--- src/rtl/charli_frame_buf.sv ---
// rtl/charli_frame_buf.sv - double-buffered 56-LED frame store with PWM dimming and blink
//
// Purpose: the host writes bytes into a shadow frame, then commits to publish
// them to the active frame in one atomic swap. The active frame is gated by a
// 16-step PWM and an optional blink phase, then registered onto data for the
// Charlieplexing driver.
//
// Ports:
//   clk, rst        clock (rising edge), asynchronous active-high reset
//   wr_valid/ready  byte-write handshake; wr_ready low during the swap cycle and reset
//   wr_addr/wr_data shadow byte index (0..6, 7 discarded) and value
//   wr_err          one-cycle pulse after an accepted write to address 7
//   commit          request to copy shadow into active
//   swapped         one-cycle pulse, first cycle the active frame holds the new data
//   blink_en        enable blanking blink, BLINK_DIV cycles per half-period
//   brightness      PWM duty 0..15 (0 off, 15 fully on)
//   data            registered, gated LED frame, bit i = LED i
module charli_frame_buf #(
  parameter int BLINK_DIV = 25000000,
  parameter int PWM_DIV   = 64
) (
  input  logic        clk,
  input  logic        rst,
  input  logic        wr_valid,
  output logic        wr_ready,
  input  logic [2:0]  wr_addr,
  input  logic [7:0]  wr_data,
  input  logic        commit,
  input  logic        blink_en,
  input  logic [3:0]  brightness,
  output logic [55:0] data,
  output logic        swapped,
  output logic        wr_err
);

  localparam int PW = (PWM_DIV > 1) ? $clog2(PWM_DIV) : 1;
  localparam int BW = (BLINK_DIV > 1) ? $clog2(BLINK_DIV) : 1;
  localparam logic [PW-1:0] PRE_LAST   = PW'(PWM_DIV - 1);
  localparam logic [BW-1:0] BLINK_LAST = BW'(BLINK_DIV - 1);

  typedef enum logic {IDLE, SWAP} state_t;

  state_t          state;
  logic [55:0]     shadow;
  logic [55:0]     active;
  logic [PW-1:0]   prescale;
  logic [3:0]      pwm_cnt;
  logic [BW-1:0]   blink_cnt;
  logic            phase_on;
  logic            wr_fire;
  logic            gate;

  // Held low during reset so the host never sees a handshake it cannot complete.
  assign wr_ready = (state == IDLE) && !rst;
  assign wr_fire  = wr_valid && wr_ready;

  // Shadow writes happen on the same edge as a commit is sampled, so a write
  // issued alongside commit is part of the swapped frame.
  always_ff @(posedge clk or posedge rst) begin
    if (rst) begin
      state   <= IDLE;
      shadow  <= '0;
      active  <= '0;
      swapped <= 1'b0;
      wr_err  <= 1'b0;
    end else begin
      wr_err  <= wr_fire && (wr_addr == 3'd7);
      swapped <= 1'b0;
      if (wr_fire && (wr_addr != 3'd7)) begin
        shadow[{wr_addr, 3'b000} +: 8] <= wr_data;
      end
      case (state)
        IDLE: begin
          if (commit) begin
            state <= SWAP;
          end
        end
        SWAP: begin
          // commit seen here is dropped; exactly one swap per request.
          active  <= shadow;
          swapped <= 1'b1;
          state   <= IDLE;
        end
        default: state <= IDLE;
      endcase
    end
  end

  // PWM step counter advances once per PWM_DIV clocks.
  always_ff @(posedge clk or posedge rst) begin
    if (rst) begin
      prescale <= '0;
      pwm_cnt  <= 4'd0;
    end else if (prescale == PRE_LAST) begin
      prescale <= '0;
      pwm_cnt  <= pwm_cnt + 4'd1;
    end else begin
      prescale <= prescale + 1'b1;
    end
  end

  // Blink phase starts ON whenever blinking is (re)enabled.
  always_ff @(posedge clk or posedge rst) begin
    if (rst) begin
      blink_cnt <= '0;
      phase_on  <= 1'b1;
    end else if (!blink_en) begin
      blink_cnt <= '0;
      phase_on  <= 1'b1;
    end else if (blink_cnt == BLINK_LAST) begin
      blink_cnt <= '0;
      phase_on  <= !phase_on;
    end else begin
      blink_cnt <= blink_cnt + 1'b1;
    end
  end

  // Full brightness bypasses the counter so 15 is truly always on.
  assign gate = (brightness == 4'd15) || (pwm_cnt < brightness);

  always_ff @(posedge clk or posedge rst) begin
    if (rst) begin
      data <= '0;
    end else begin
      data <= (gate && phase_on) ? active : 56'b0;
    end
  end

endmodule

--- config.mk ---
export PLATFORM = sky130hd
export DESIGN_NAME = charli_frame_buf
export DESIGN_NICKNAME = d
export VERILOG_FILES = /design/src/rtl/charli_frame_buf.sv
export SDC_FILE = /design/constraint.sdc
export NUM_CORES = 1
export LEC_CHECK = 0
export BUFFER_PORTS_ARGS = -buffer_cell sky130_fd_sc_hd__buf_4
export CAP_MARGIN = 10
export CORE_ASPECT_RATIO = 0.75
export CORE_MARGIN = 2
export CORE_UTILIZATION = 49
export DETAILED_ROUTE_END_ITERATION = 10
export PLACE_DENSITY_LB_ADDON = 0.3
export SYNTH_ARGS = -nofsm -noshare
export SYNTH_HDL_FRONTEND = slang
export SYNTH_SLANG_ARGS = --single-unit
--- constraint.sdc ---
create_clock -name clk -period 17.7 [get_ports clk]
set_input_delay 0.885 -clock clk [delete_from_list [all_inputs] [get_ports clk]]
set_output_delay 0.885 -clock clk [all_outputs]
set_load 0.02 [all_outputs]
# Yosys cells after proc, flatten, opt, wreduce, memory -nomap -nowiden
# Cells that the tools add are included.
totals:
  reg_bits: 207
  inputBits: 20
  output_inout_bits: 59
  elab_cells: 42
classes:
  n_addsub: 4
  magnitude_cmp: 1
  eq_ne: 6
  shifts: 2
  mux: 10
  n_bitwise: 1
  n_reduce_logical: 8
ops:
  columns: ["cell", "n"]
  rows:
  - ["56-bit bitwise mux", 1]
  - ["56-bit two-way mux", 1]
  - ["8-bit by 8-bit variable shift with 56-bit output, first input constant", 1]
  - ["8-bit by 8-bit variable part select with 56-bit output", 1]
  - ["25-bit two-way mux", 2]
  - ["25-bit by 1-bit adder with 25-bit output, second input constant", 1]
  - ["25-bit == test, second input constant", 1]
  - ["6-bit negation with 8-bit output", 1]
  - ["6-bit by 1-bit adder with 6-bit output, second input constant", 1]
  - ["6-bit == test, second input constant", 1]
  - ["6-bit two-way mux", 1]
  - ["1-bit logical AND", 5]
  - ["4-bit by 1-bit adder with 4-bit output, second input constant", 1]
  - ["4-bit == test, second input constant", 1]
  - ["4-bit < comparator", 1]
  - ["1-bit two-way mux", 4]
  - ["3-bit == test, second input constant", 1]
  - ["3-bit inequality test, second input constant", 1]
  - ["1-bit logical NOT", 2]
  - ["2-bit by 1-bit inequality test with 1-bit output, second input constant", 1]
  - ["1-bit one-hot mux with 2 select lines", 1]
  - ["1-bit logical OR", 1]
  - ["1-bit NOT", 1]

# Longest topological paths before layout
# Gate-level depths: netlist (run 1).
logic_depth:
  depth_word: 4
  ltp_mapped: 9
  ltp_nobuf: 7

# Worst setup path after synthesis (run 1)
# OpenSTA, ideal clock, no wires.
synth_path:
  path_type: "input-to-reg"
  from: "input wr_addr[0]"
  to: "register shadow[32]"
  setup_time_ns: 0.128
  arrival_ns: 2.585
  required_time_ns: 17.572
  path_slack_ns: 14.988
  path_stages: 6
  n_path_buf: 1
  cell_sequence: "inv_1 > ha_1 > or4_1 > nor4bb_1 > buf_2 > mux2_1"
synth_via:
  elab_chain_len: 3
  elab_cells_between_ends: 6
  classes_between: "add/sub: 1; eq/ne: 1; shift: 2; mux: 1; reduce/logical: 1"
synth_lines:
  columns: ["element", "line_no", "rtl"]
  rows:
  - ["start, declared", "26", "input logic [2:0] wr_addr,"]
  - ["6-bit negation with 8-bit output", "70", "shadow[{wr_addr, 3'b000} +: 8] <= wr_data;"]
  - ["8-bit by 8-bit variable part select with 56-bit output / 8-bit by 8-bit variable shift with 56-bit output (equally long branches)", "70", null]
  - ["56-bit bitwise mux", "70", null]
  - ["end signal, assigned by index", "70", null]
  - ["end, declared", "44", "logic [55:0] shadow;"]
# Parallel ways exist; a longest one is shown, timed or not.
# A chain may end at the register's enable or synchronous reset.

# Worst setup path in the final report (run 1)
layout_path:
  from: "register state"
  to: "output wr_ready"
layout_via:
  elab_chain_len: 2
layout_lines:
  columns: ["element", "line_no", "rtl"]
  rows:
  - ["start, declared", "43", "state_t state;"]
  - ["start signal, assigned", "61", "state <= IDLE;"]
  - ["start signal, assigned", "75", "state <= SWAP;"]
  - ["start signal, assigned", "82", "state <= IDLE;"]
  - ["1-bit NOT", null, null]
  - ["1-bit logical AND", "54", "assign wr_ready = (state == IDLE) && !rst;"]
  - ["end, declared", "25", "output logic wr_ready,"]
# Every way passes these cells.

==> impl_results.html, run 1 <==
<table>
<tr><th>Metric</th><th>Value</th></tr>
<tr><th colspan="2">Setup path</th></tr>
<tr><td>Reg2Reg Setup Slack</td><td>roughly 15,000 ps</td></tr>
<tr><td>Data required, critical path</td><td>roughly 17,000 ps</td></tr>
<tr><td>Critical Path AT</td><td>1940 ps</td></tr>
<tr><td>Critical R2R Launch</td><td>state</td></tr>
<tr><td>Critical Setup Path Class</td><td>reg2out</td></tr>
<tr><td>Worst reg2reg path endpoint</td><td>shadow[55]</td></tr>
<tr><td>Number of cells on the worst reg-to-reg path</td><td>5</td></tr>
<tr><td>CP Max Fanout</td><td>59</td></tr>
<tr><td>Worst setup SP type</td><td>flip-flop</td></tr>
<tr><td>Type of element capturing the critical path</td><td>output port</td></tr>
<tr><th colspan="2">Clocking</th></tr>
<tr><td>Post-CTS Setup Repair Bufs</td><td>0</td></tr>
<tr><td>Clock Latency Late Sink</td><td>~500 ps</td></tr>
<tr><td>Largest buffer count on any clock path</td><td>3</td></tr>
<tr><td>H-tree level count</td><td>1</td></tr>
<tr><td>TritonCTS Buffers</td><td>21</td></tr>
<tr><td>Clock-pin slew reported for the worst setup and hold paths after clock tree synthesis</td><td>70 ps</td></tr>
<tr><td>Clock tree from TritonCTS</td><td>done</td></tr>
<tr><td>Num Clock Sinks</td><td>~210</td></tr>
<tr><td>Resize count post-CTS</td><td>0</td></tr>
<tr><td>Root buffer selected by CTS</td><td>sky130_fd_sc_hd__clkbuf_16</td></tr>
<tr><td>CTS Hold Buffers Added</td><td>0</td></tr>
<tr><th colspan="2">Synth</th></tr>
<tr><td>Post-synthesis cell area</td><td>8243 um2</td></tr>
<tr><td>Number of nets produced by synthesis</td><td>677</td></tr>
<tr><td>Warning count from the yosys run</td><td>0</td></tr>
<tr><td>Fraction of the yosys area taken by sequential cells</td><td>62.86%</td></tr>
<tr><td>Flops &amp; latches, synth</td><td>207</td></tr>
<tr><td>Gate count after technology mapping</td><td>647</td></tr>
<tr><td>Synthesized area per cell</td><td>12.74 um2</td></tr>
<tr><td>Post-synth cell types</td><td>40</td></tr>
<tr><th colspan="2">Timing</th></tr>
<tr><td>Unrepaired setup endpoints after global routing</td><td>false</td></tr>
<tr><td>Final Skew</td><td>about 18 ps</td></tr>
<tr><td>Final worst hold slack</td><td>around 480 ps</td></tr>
<tr><td>Tmin final</td><td>approximately 2800 ps</td></tr>
<tr><td>TNS Setup</td><td>0 ps</td></tr>
<tr><td>Peak clock frequency supported by timing</td><td>approximately 0.35 GHz</td></tr>
<tr><td>Final critical-path setup slack</td><td>about 15,000 ps</td></tr>
<tr><td>Share of the cycle needed by the critical path after routing</td><td>15.98%</td></tr>
<tr><td>Final-report hold violation count</td><td>0</td></tr>
<tr><td>Number of max-slew violations in the final report</td><td>0</td></tr>
<tr><td>Relative max-transition margin</td><td>26.80%</td></tr>
<tr><td>Actual slew at the worst max-slew pin</td><td>1098 ps</td></tr>
<tr><td>Final setup viols</td><td>0</td></tr>
<tr><th colspan="2">Detailed routing</th></tr>
<tr><td>Wire per inst</td><td>~17 um</td></tr>
<tr><td>Number of nets still failing antenna checks after routing</td><td>0</td></tr>
<tr><td>Via-per-instance ratio</td><td>5.368</td></tr>
<tr><td>Initial drt markers</td><td>330</td></tr>
<tr><td>First-pass DRT Iterations</td><td>4</td></tr>
<tr><td>Residual DRC count</td><td>0</td></tr>
<tr><td>Detailed-route via count</td><td>approximately 5,100</td></tr>
<tr><td>Total wirelength of the detailed-routed design</td><td>16.18 mm</td></tr>
<tr><th colspan="2">Floorplanning</th></tr>
<tr><td>Die ar.</td><td>17,890 um2</td></tr>
<tr><td>Starting utilization of the core area</td><td>49.59%</td></tr>
<tr><td>Number of ports placed on the die boundary</td><td>79</td></tr>
<tr><td>Number of core rows</td><td>41</td></tr>
<tr><td>Core box area</td><td>16,620 um2</td></tr>
<tr><td>Width of the chip</td><td>between 150 and 200 um</td></tr>
<tr><td>Y dimension of the die</td><td>~120 um</td></tr>
<tr><th colspan="2">Outcome</th></tr>
<tr><td>Status</td><td>complete, no violations</td></tr>
<tr><th colspan="2">Finish</th></tr>
<tr><td>Layout net count</td><td>750</td></tr>
<tr><td>Final cell area excluding filler cells</td><td>around 9700 um2</td></tr>
<tr><td>Commonest cells after routing, fill and taps aside</td><td>205 x sky130_fd_sc_hd__dfrtp_1, 88 x sky130_fd_sc_hd__mux2_2, 83 x sky130_fd_sc_hd__buf_4</td></tr>
<tr><td>Ant. Diodes</td><td>0</td></tr>
<tr><td>Leading cell type in the layout, fill and taps excluded</td><td>sky130_fd_sc_hd__dfrtp_1</td></tr>
<tr><td>Layout cells sized above 1</td><td>29.25%</td></tr>
<tr><td>P&amp;R area growth vs syn</td><td>18.14%</td></tr>
<tr><td>Core utilization of the finished layout</td><td>between 50% and 60%</td></tr>
<tr><th colspan="2">Place</th></tr>
<tr><td>Post-detailed-placement cell area</td><td>roughly 9000 um2</td></tr>
<tr><td>Placer Congestion</td><td>0.8646</td></tr>
<tr><td>HPWL Detailed</td><td>10.23 mm</td></tr>
<tr><td>Pre-CTS worst setup slack</td><td>14,580 ps</td></tr>
<tr><td>PortBufs</td><td>78</td></tr>
<tr><th colspan="2">Min path</th></tr>
<tr><td>Hold path depth</td><td>1</td></tr>
<tr><td>Hold Path Origin</td><td>prescale[4]</td></tr>
<tr><td>Class of the most critical hold timing path</td><td>reg2reg</td></tr>
<tr><td>Worst-case hold path end point</td><td>prescale[4]</td></tr>
<tr><th colspan="2">Pwr</th></tr>
<tr><td>PwrDens</td><td>between 100 and 150 nW/um2</td></tr>
<tr><td>Largest vdd supply drop</td><td>0.00008285 V</td></tr>
<tr><td>P_leak</td><td>~0.0047 uW</td></tr>
<tr><th colspan="2">Global route</th></tr>
<tr><td>Pin count of the biggest net entering global routing</td><td>~120</td></tr>
<tr><td>Total gr overflow</td><td>0</td></tr>
<tr><td>Via count of the first global-routing pass</td><td>5,171</td></tr>
<tr><td>Overall fraction of global-route tracks in use</td><td>18.64%</td></tr>
<tr><td>Initial antenna violation count</td><td>0</td></tr>
<tr><td>Global-route wire length before repair</td><td>27.00 mm</td></tr>
<tr><th colspan="2">Run</th></tr>
<tr><td>Reported max-cap violation count</td><td>0</td></tr>
</table>
[registers in the layout (all words and copies together) (netlist names), 4 cells and up]
signal / cells
shadow: 56
blink_cnt: 25
prescale: 6
data: 56
active: 56
pwm_cnt: 4
[synthesized netlist by cell type (all sizes together)]
| cell | n | area, um2 |
|---|---|---|
| dfrtp | 206 | 5155 |
| mux2 | 112 | 1261 |
| nand2 | 69 | 259.0 |
| a21oi | 68 | 340.3 |
| clkbuf | 25 | 93.84 |
| nor2 | 25 | 93.84 |
| xnor2 | 14 | 122.6 |
| nand3 | 13 | 70.07 |
| inv | 11 | 41.29 |
| and2 | 10 | 62.56 |
| ha | 10 | 125.1 |
| buf | 9 | 53.80 |
| nand4 | 9 | 68.81 |
| nor2b | 9 | 56.30 |
| o21ai | 8 | 43.79 |
| o31ai | 7 | 52.55 |
| or4 | 7 | 52.55 |
| or3 | 6 | 37.54 |
| xor2 | 6 | 52.55 |
| nor4 | 4 | 25.02 |
| and4 | 3 | 26.28 |
| nor3 | 3 | 15.01 |
| nand3b | 2 | 15.01 |
| nor4b | 2 | 17.52 |
| a21bo | 1 | 10.01 |
| and3 | 1 | 6.260 |
| and3b | 1 | 8.760 |
| dfstp | 1 | 26.28 |
| nand2b | 1 | 6.260 |
| nand4b | 1 | 8.760 |
| nor3b | 1 | 18.77 |
| nor4bb | 1 | 10.01 |
| or2 | 1 | 6.260 |
[logic make-up (layout without fill, tap and decap cells)]
group | count (synthesis) | after routing | synth area share (%)
AND/OR/NAND/NOR | 169 | 169 | 10.49
XOR/XNOR | 20 | 20 | 2.125
adder cells (fa/ha/maj) | 10 | 10 | 1.518
flip-flops | 207 | 207 | 62.86
AO/OA/AOI/OAI | 84 | 84 | 5.419
buffers and inverters | 45 | 133 | 2.292
multiplexers | 112 | 112 | 15.30
[layout make-up]
cell class,instances,area (um2)
multi-input cells,395,2884
flip-flops and latches,207,5182
well taps,215,269.0
fillers,1335,6883
clock inverters,9,107.6
inverters,11,48.80
clock buffers,29,595.6
repair buffers,84,650.6
[worst max-delay path: stages (launching register included)]
cell,delay [ps]
sky130_fd_sc_hd__dfrtp_2,370
sky130_fd_sc_hd__buf_4,610
sky130_fd_sc_hd__nor2_1,200
sky130_fd_sc_hd__buf_4,220
[stage by stage]
step / power [uW] / cells
floorplan: 719.8 / 647
global placement: 795.0 / 911
detailed placement: 802.2 / 911
CTS: 1253 / 949
global route: 1300 / 950
finish: 1240 / 950
[where the power goes]
group          switching [uW]  internal [uW]
Combinational             101           96.1
Sequential               38.0            557
Clock                     181            266
[worst max-delay path by stage]
stage | slack (ps) | end | startpoint | cells past startpoint
floorplan | 11160 | active[0] | rst | 1
global placement | 14780 | shadow[27] | wr_addr[0] | 7
detailed placement | 14580 | shadow[30] | wr_addr[0] | 7
CTS | 14860 | wr_ready | state | 3
global route | 14760 | wr_ready | state | 3
finish | 14870 | wr_ready | state | 3
[layer usage]
metal  vias to the layer above  wire, um  GRT usage, %
met4                         0       294         4.098
met5                         -         0             0
met3                        24       672         3.414
met2                        99      7600         30.19
met1                      2587      7613         26.81
li1                       2390         -             -
Note: power is estimated with default switching activity, not from simulation.
==> inputs of run 2 (changes only) <==
ABC_AREA = 1   (was default)
clock period = 2.45 ns   (was 17.7 ns; I/O delays follow)
==> run 2 against run 1 <==
- sequential share of layout area decreased by 0.62 points
- critical path depth up 2
- register-to-register slack lost 15000 ps
- final cell count up 24%
- global-route usage barely moved
- area after synthesis grew 0.61%
- utilization grew 0.51 points
- highest routed layer unchanged
- sequential power grew to 6.8 times the previous value
- clock-buffer cell count decreased by 2
==> impl_results.html, run 2 <==
<table>
<tr><th>Metric</th><th>Value</th></tr>
<tr><th colspan="2">Outcome</th></tr>
<tr><td>Status</td><td>complete, no violations (unchanged)</td></tr>
<tr><th colspan="2">Timing</th></tr>
<tr><td>Final Skew</td><td>16.25 ps (was 17.51 ps)</td></tr>
<tr><td>Number of max-slew violations in the final report</td><td>0 (unchanged)</td></tr>
<tr><td>Final-report hold violation count</td><td>0 (unchanged)</td></tr>
<tr><td>Relative max-transition margin</td><td>35.28% (was 26.80%)</td></tr>
<tr><td>Peak clock frequency supported by timing</td><td>0.5204 GHz</td></tr>
<tr><td>Final worst hold slack</td><td>35.45 ps (was 480.7 ps)</td></tr>
<tr><td>Unrepaired setup endpoints after global routing</td><td>false (unchanged)</td></tr>
<tr><td>Tmin final</td><td>1921 ps</td></tr>
<tr><td>TNS Setup</td><td>0 ps (unchanged)</td></tr>
<tr><td>Share of the cycle needed by the critical path after routing</td><td>78.43%</td></tr>
<tr><td>Actual slew at the worst max-slew pin</td><td>970.8 ps (was 1098 ps)</td></tr>
<tr><td>Final setup viols</td><td>0 (unchanged)</td></tr>
<tr><th colspan="2">Place</th></tr>
<tr><td>Number of placed instances, taps included</td><td>1,129 (was 911)</td></tr>
<tr><td>PortBufs</td><td>78 (unchanged)</td></tr>
<tr><td>HPWL Detailed</td><td>10.49 mm (was 10.23 mm)</td></tr>
<tr><td>Placer Congestion</td><td>0.8667 (was 0.8646)</td></tr>
<tr><th colspan="2">Clocking</th></tr>
<tr><td>Clock-pin slew reported for the worst setup and hold paths after clock tree synthesis</td><td>70 ps (about the same)</td></tr>
<tr><td>Clock tree from TritonCTS</td><td>done (unchanged)</td></tr>
<tr><td>H-tree level count</td><td>1 (unchanged)</td></tr>
<tr><td>Clock Latency Late Sink</td><td>490 ps (was 500 ps)</td></tr>
<tr><td>Post-CTS Setup Repair Bufs</td><td>0 (unchanged)</td></tr>
<tr><td>TritonCTS Buffers</td><td>21 (unchanged)</td></tr>
<tr><td>Largest buffer count on any clock path</td><td>3 (unchanged)</td></tr>
<tr><td>Num Clock Sinks</td><td>207 (unchanged)</td></tr>
<tr><td>Root buffer selected by CTS</td><td>sky130_fd_sc_hd__clkbuf_16 (unchanged)</td></tr>
<tr><th colspan="2">Setup path</th></tr>
<tr><td>Slowest stage cell on the critical path</td><td>sky130_fd_sc_hd__dlygate4sd3_1 (was sky130_fd_sc_hd__buf_4)</td></tr>
<tr><td>Critical Path Max Stage Delay</td><td>570 ps (was 610 ps)</td></tr>
<tr><td>Number of buffers and inverters on the critical path</td><td>2 (unchanged)</td></tr>
<tr><td>Worst reg2reg path endpoint</td><td>wr_err (was shadow[55])</td></tr>
<tr><td>Total stage count of the critical path</td><td>5 (was 3)</td></tr>
<tr><td>Critical R2R Launch</td><td>state (unchanged)</td></tr>
<tr><td>Number of cells on the worst reg-to-reg path</td><td>5 (unchanged)</td></tr>
<tr><td>Critical Setup Path Class</td><td>reg2reg (was reg2out)</td></tr>
<tr><td>Critical Path AT</td><td>2340 ps (was 1940 ps)</td></tr>
<tr><td>Type of element capturing the critical path</td><td>flip-flop (was output port)</td></tr>
<tr><td>Worst-path cell chain</td><td>nor2_4, nand2_1, dlygate4sd3_1, nor2_1, dlygate4sd3_1 (was buf_4, nor2_1, buf_4)</td></tr>
<tr><td>Data required, critical path</td><td>2870 ps (was 16,820 ps)</td></tr>
<tr><td>Family of cells with the greatest summed delay on the critical path</td><td>buffers and inverters (unchanged)</td></tr>
<tr><td>Cell type with the highest occurrence count on the critical path</td><td>sky130_fd_sc_hd__dlygate4sd3_1 (was sky130_fd_sc_hd__buf_4)</td></tr>
<tr><td>CP Max Fanout</td><td>3 (was 59)</td></tr>
<tr><td>Reg2Reg Setup Slack</td><td>530 ps (was 15,320 ps)</td></tr>
<tr><td>Worst setup SP type</td><td>flip-flop (unchanged)</td></tr>
<tr><th colspan="2">Min path</th></tr>
<tr><td>Hold path depth</td><td>3 (was 1)</td></tr>
<tr><td>Hold Path Origin</td><td>wr_addr[0] (was prescale[4])</td></tr>
<tr><td>Worst-case hold path end point</td><td>shadow[11] (was prescale[4])</td></tr>
<tr><td>Class of the most critical hold timing path</td><td>in2reg (was reg2reg)</td></tr>
<tr><th colspan="2">Detailed routing</th></tr>
<tr><td>Initial drt markers</td><td>420 (was 330)</td></tr>
<tr><td>First-pass DRT Iterations</td><td>5 (was 4)</td></tr>
<tr><td>Residual DRC count</td><td>0 (unchanged)</td></tr>
<tr><td>Number of nets still failing antenna checks after routing</td><td>0 (unchanged)</td></tr>
<tr><td>Via-per-instance ratio</td><td>4.853 (was 5.368)</td></tr>
<tr><td>Total wirelength of the detailed-routed design</td><td>16.06 mm (was 16.18 mm)</td></tr>
<tr><td>Detailed-route via count</td><td>5,702 (was 5,100)</td></tr>
<tr><td>Wire per inst</td><td>13.67 um (was 17.03 um)</td></tr>
<tr><th colspan="2">Synth</th></tr>
<tr><td>Commonest cells in the netlist</td><td>206 x sky130_fd_sc_hd__dfrtp_1, 193 x sky130_fd_sc_hd__nand2_1, 130 x sky130_fd_sc_hd__nor2_1, 104 x sky130_fd_sc_hd__inv_1, 60 x sky130_fd_sc_hd__o21ai_0 (was 206 x sky130_fd_sc_hd__dfrtp_1, 88 x sky130_fd_sc_hd__mux2_2, 69 x sky130_fd_sc_hd__nand2_1, 68 x sky130_fd_sc_hd__a21oi_1)</td></tr>
<tr><td>Flops &amp; latches, synth</td><td>207 (unchanged)</td></tr>
<tr><td>Fraction of synthesized cell area taken by the top area cell type</td><td>62.16% (was 62.54%)</td></tr>
<tr><td>Asr flop ratio synth</td><td>100.0% (unchanged)</td></tr>
<tr><td>Post-synth EDFFs</td><td>0 (unchanged)</td></tr>
<tr><td>Number of nets produced by synthesis</td><td>888 (was 677)</td></tr>
<tr><td>Fraction of the yosys area taken by sequential cells</td><td>62.48% (was 62.86%)</td></tr>
<tr><td>Post-synthesis cell area</td><td>8293 um2 (was 8243 um2)</td></tr>
<tr><td>Gate count after technology mapping</td><td>858 (was 647)</td></tr>
<tr><td>Synth area leaders</td><td>sky130_fd_sc_hd__dfrtp_1 62%, sky130_fd_sc_hd__nand2_1 8.7%, sky130_fd_sc_hd__nor2_1 5.9% (was sky130_fd_sc_hd__dfrtp_1 63%, sky130_fd_sc_hd__mux2_2 12%, sky130_fd_sc_hd__a21oi_1 4.1%)</td></tr>
<tr><td>Most common cell in the synthesized netlist</td><td>sky130_fd_sc_hd__dfrtp_1 (unchanged)</td></tr>
<tr><td>Cell taking the most area after synthesis</td><td>sky130_fd_sc_hd__dfrtp_1 (unchanged)</td></tr>
<tr><td>Warning count from the yosys run</td><td>0 (unchanged)</td></tr>
<tr><td>Post-synth cell types</td><td>32 (was 40)</td></tr>
<tr><td>Most common flop cell mapped by yosys</td><td>sky130_fd_sc_hd__dfrtp_1 (unchanged)</td></tr>
<tr><td>Synthesized area per cell</td><td>9.665 um2 (was 12.74 um2)</td></tr>
<tr><th colspan="2">Finish</th></tr>
<tr><td>Leading cell type in the layout, fill and taps excluded</td><td>sky130_fd_sc_hd__dfrtp_1 (unchanged)</td></tr>
<tr><td>P&amp;R area growth vs syn</td><td>18.81% (was 18.14%)</td></tr>
<tr><td>Largest registers ranked by flip-flop count</td><td>active: 56 flops, data: 56 flops, shadow: 56 flops (unchanged)</td></tr>
<tr><td>Final cell count without fillers</td><td>1,175 (was 950)</td></tr>
<tr><td>Layout net count</td><td>981 (was 750)</td></tr>
<tr><td>Layout cells sized above 1</td><td>15.73% (was 29.25%)</td></tr>
<tr><td>Commonest cells after routing, fill and taps aside</td><td>205 x sky130_fd_sc_hd__dfrtp_1, 192 x sky130_fd_sc_hd__nand2_1, 130 x sky130_fd_sc_hd__nor2_1 (was 205 x sky130_fd_sc_hd__dfrtp_1, 88 x sky130_fd_sc_hd__mux2_2, 83 x sky130_fd_sc_hd__buf_4)</td></tr>
<tr><td>Ant. Diodes</td><td>0 (unchanged)</td></tr>
<tr><td>Fill cell instance count of the final layout</td><td>1,436 (was 1,335)</td></tr>
<tr><th colspan="2">Pwr</th></tr>
<tr><td>PwrDens</td><td>830.4 nW/um2 (was 127.3 nW/um2)</td></tr>
<tr><td>P_leak</td><td>0.004796 uW (was 0.004730 uW)</td></tr>
<tr><td>Relative contribution of sequential cells to total power</td><td>49.7% (was 48.0%)</td></tr>
<tr><td>Internal Dissipation</td><td>6100 uW (was 919.2 uW)</td></tr>
<tr><td>Share of power burned in the clock network</td><td>37.4% (was 36.1%)</td></tr>
<tr><td>Switching power as a share of total power</td><td>25.45% (was 25.84%)</td></tr>
<tr><td>Largest vdd supply drop</td><td>0.0005883 V (was 0.00008285 V)</td></tr>
<tr><td>Combinational fraction of design power</td><td>12.9% (was 15.9%)</td></tr>
<tr><td>Switching power total</td><td>2083 uW (was 320.3 uW)</td></tr>
<tr><th colspan="2">Global route</th></tr>
<tr><td>Global-route wire length before repair</td><td>27.12 mm (was 27.00 mm)</td></tr>
<tr><td>Initial antenna violation count</td><td>0 (unchanged)</td></tr>
<tr><td>Total gr overflow</td><td>0 (unchanged)</td></tr>
<tr><td>Via count of the first global-routing pass</td><td>5,375 (was 5,171)</td></tr>
<tr><td>Pin count of the biggest net entering global routing</td><td>157 (was 116)</td></tr>
<tr><td>Overall fraction of global-route tracks in use</td><td>18.69% (was 18.64%)</td></tr>
<tr><th colspan="2">Floorplanning</th></tr>
<tr><td>Number of ports placed on the die boundary</td><td>79 (unchanged)</td></tr>
<tr><td>Number of core rows</td><td>41 (unchanged)</td></tr>
<tr><td>Starting utilization of the core area</td><td>49.74% (was 49.59%)</td></tr>
<tr><td>Core box area</td><td>16,670 um2 (was 16,620 um2)</td></tr>
<tr><td>Width of the chip</td><td>154.2 um (was 153.8 um)</td></tr>
<tr><td>Die ar.</td><td>17,990 um2 (was 17,890 um2)</td></tr>
<tr><td>Y dimension of the die</td><td>116.7 um (was 116.3 um)</td></tr>
<tr><th colspan="2">Run</th></tr>
<tr><td>Reported max-cap violation count</td><td>0 (unchanged)</td></tr>
</table>
[run 2: area by class of cell]
cell class	count	area, um2	share of cell area, %
multi-input combinational	514	2536	25.74
clock buffer	27	568.0	5.765
sequential	207	5182	52.60
clock inverter	5	77.57	0.7873
tap	215	269.0	2.730
inverter	107	409.1	4.152
timing repair buffer	100	810.8	8.229
[run 2: timing repair]
action                                  4_1_cts  5_1_grt
endpoints found under the setup margin        0        0
hold buffers                                 14        0
resized for setup                             0        0
endpoints found under the hold margin       227        0
[run 2: how the worst max path moves through the flow]
| stage | from | endpoint | slack, ps |
|---|---|---|---|
| floorplan | rst | active[0] | -360 |
| global placement | wr_addr[0] | shadow[7] | 540 |
| detailed placement | wr_addr[0] | shadow[53] | 470 |
| CTS | state | wr_err | 610 |
| global route | state | wr_err | 460 |
| finish | state | wr_err | 530 |
[run 2: cell families (layout without fill, tap and decap cells)]
group / after synthesis / after routing / share of synthesized area, %
xor gates and xnor gates: 17 / 17 / 1.796
AOI/OAI and AO/OA: 110 / 110 / 7.544
buffers and inverters: 137 / 239 / 6.970
and+or+nand+nor: 377 / 377 / 19.70
DFF: 207 / 207 / 62.48
adders and majority gates: 10 / 10 / 1.509
[run 2: power groups by stage]
stage	combinational [uW]	sequential, uW	clock, uW
2_1_floorplan	562	4220	0
3_3_place_gp	1020	4120	0
3_5_place_dp	1050	4120	0
4_1_cts	1070	4060	3130
5_1_grt	1210	4110	3270
6_report	1060	4060	3060
[run 2: layer usage]
layer	vias to the layer above	GRT usage (%)	part of all wire, %
met5	-	0	0
met4	0	3.925	1.6
met3	18	4.082	5.8
met2	134	27.00	42
met1	2706	29.16	51
li1	2844	-	-
[run 2: through the flow]
step	power [uW]	worst slack, ps	util [%]	cell area, um2
final	8182	528.6	59.10	9853
after CTS	8264	614.2	59.10	9853
after global routing	8597	460.1	59.10	9853
after floorplan	4778	-357.9	-	8297
after detailed placement	5173	468.1	54.39	9067
after global placement	5143	536.0	54.39	9067
[run 2: worst min-delay path: cells and delay by family]
family | cells | cell delay (ps)
buffers and inverters | 1 | 170
and+or+nand+nor | 1 | 120
AOI/OAI and AO/OA | 1 | 60
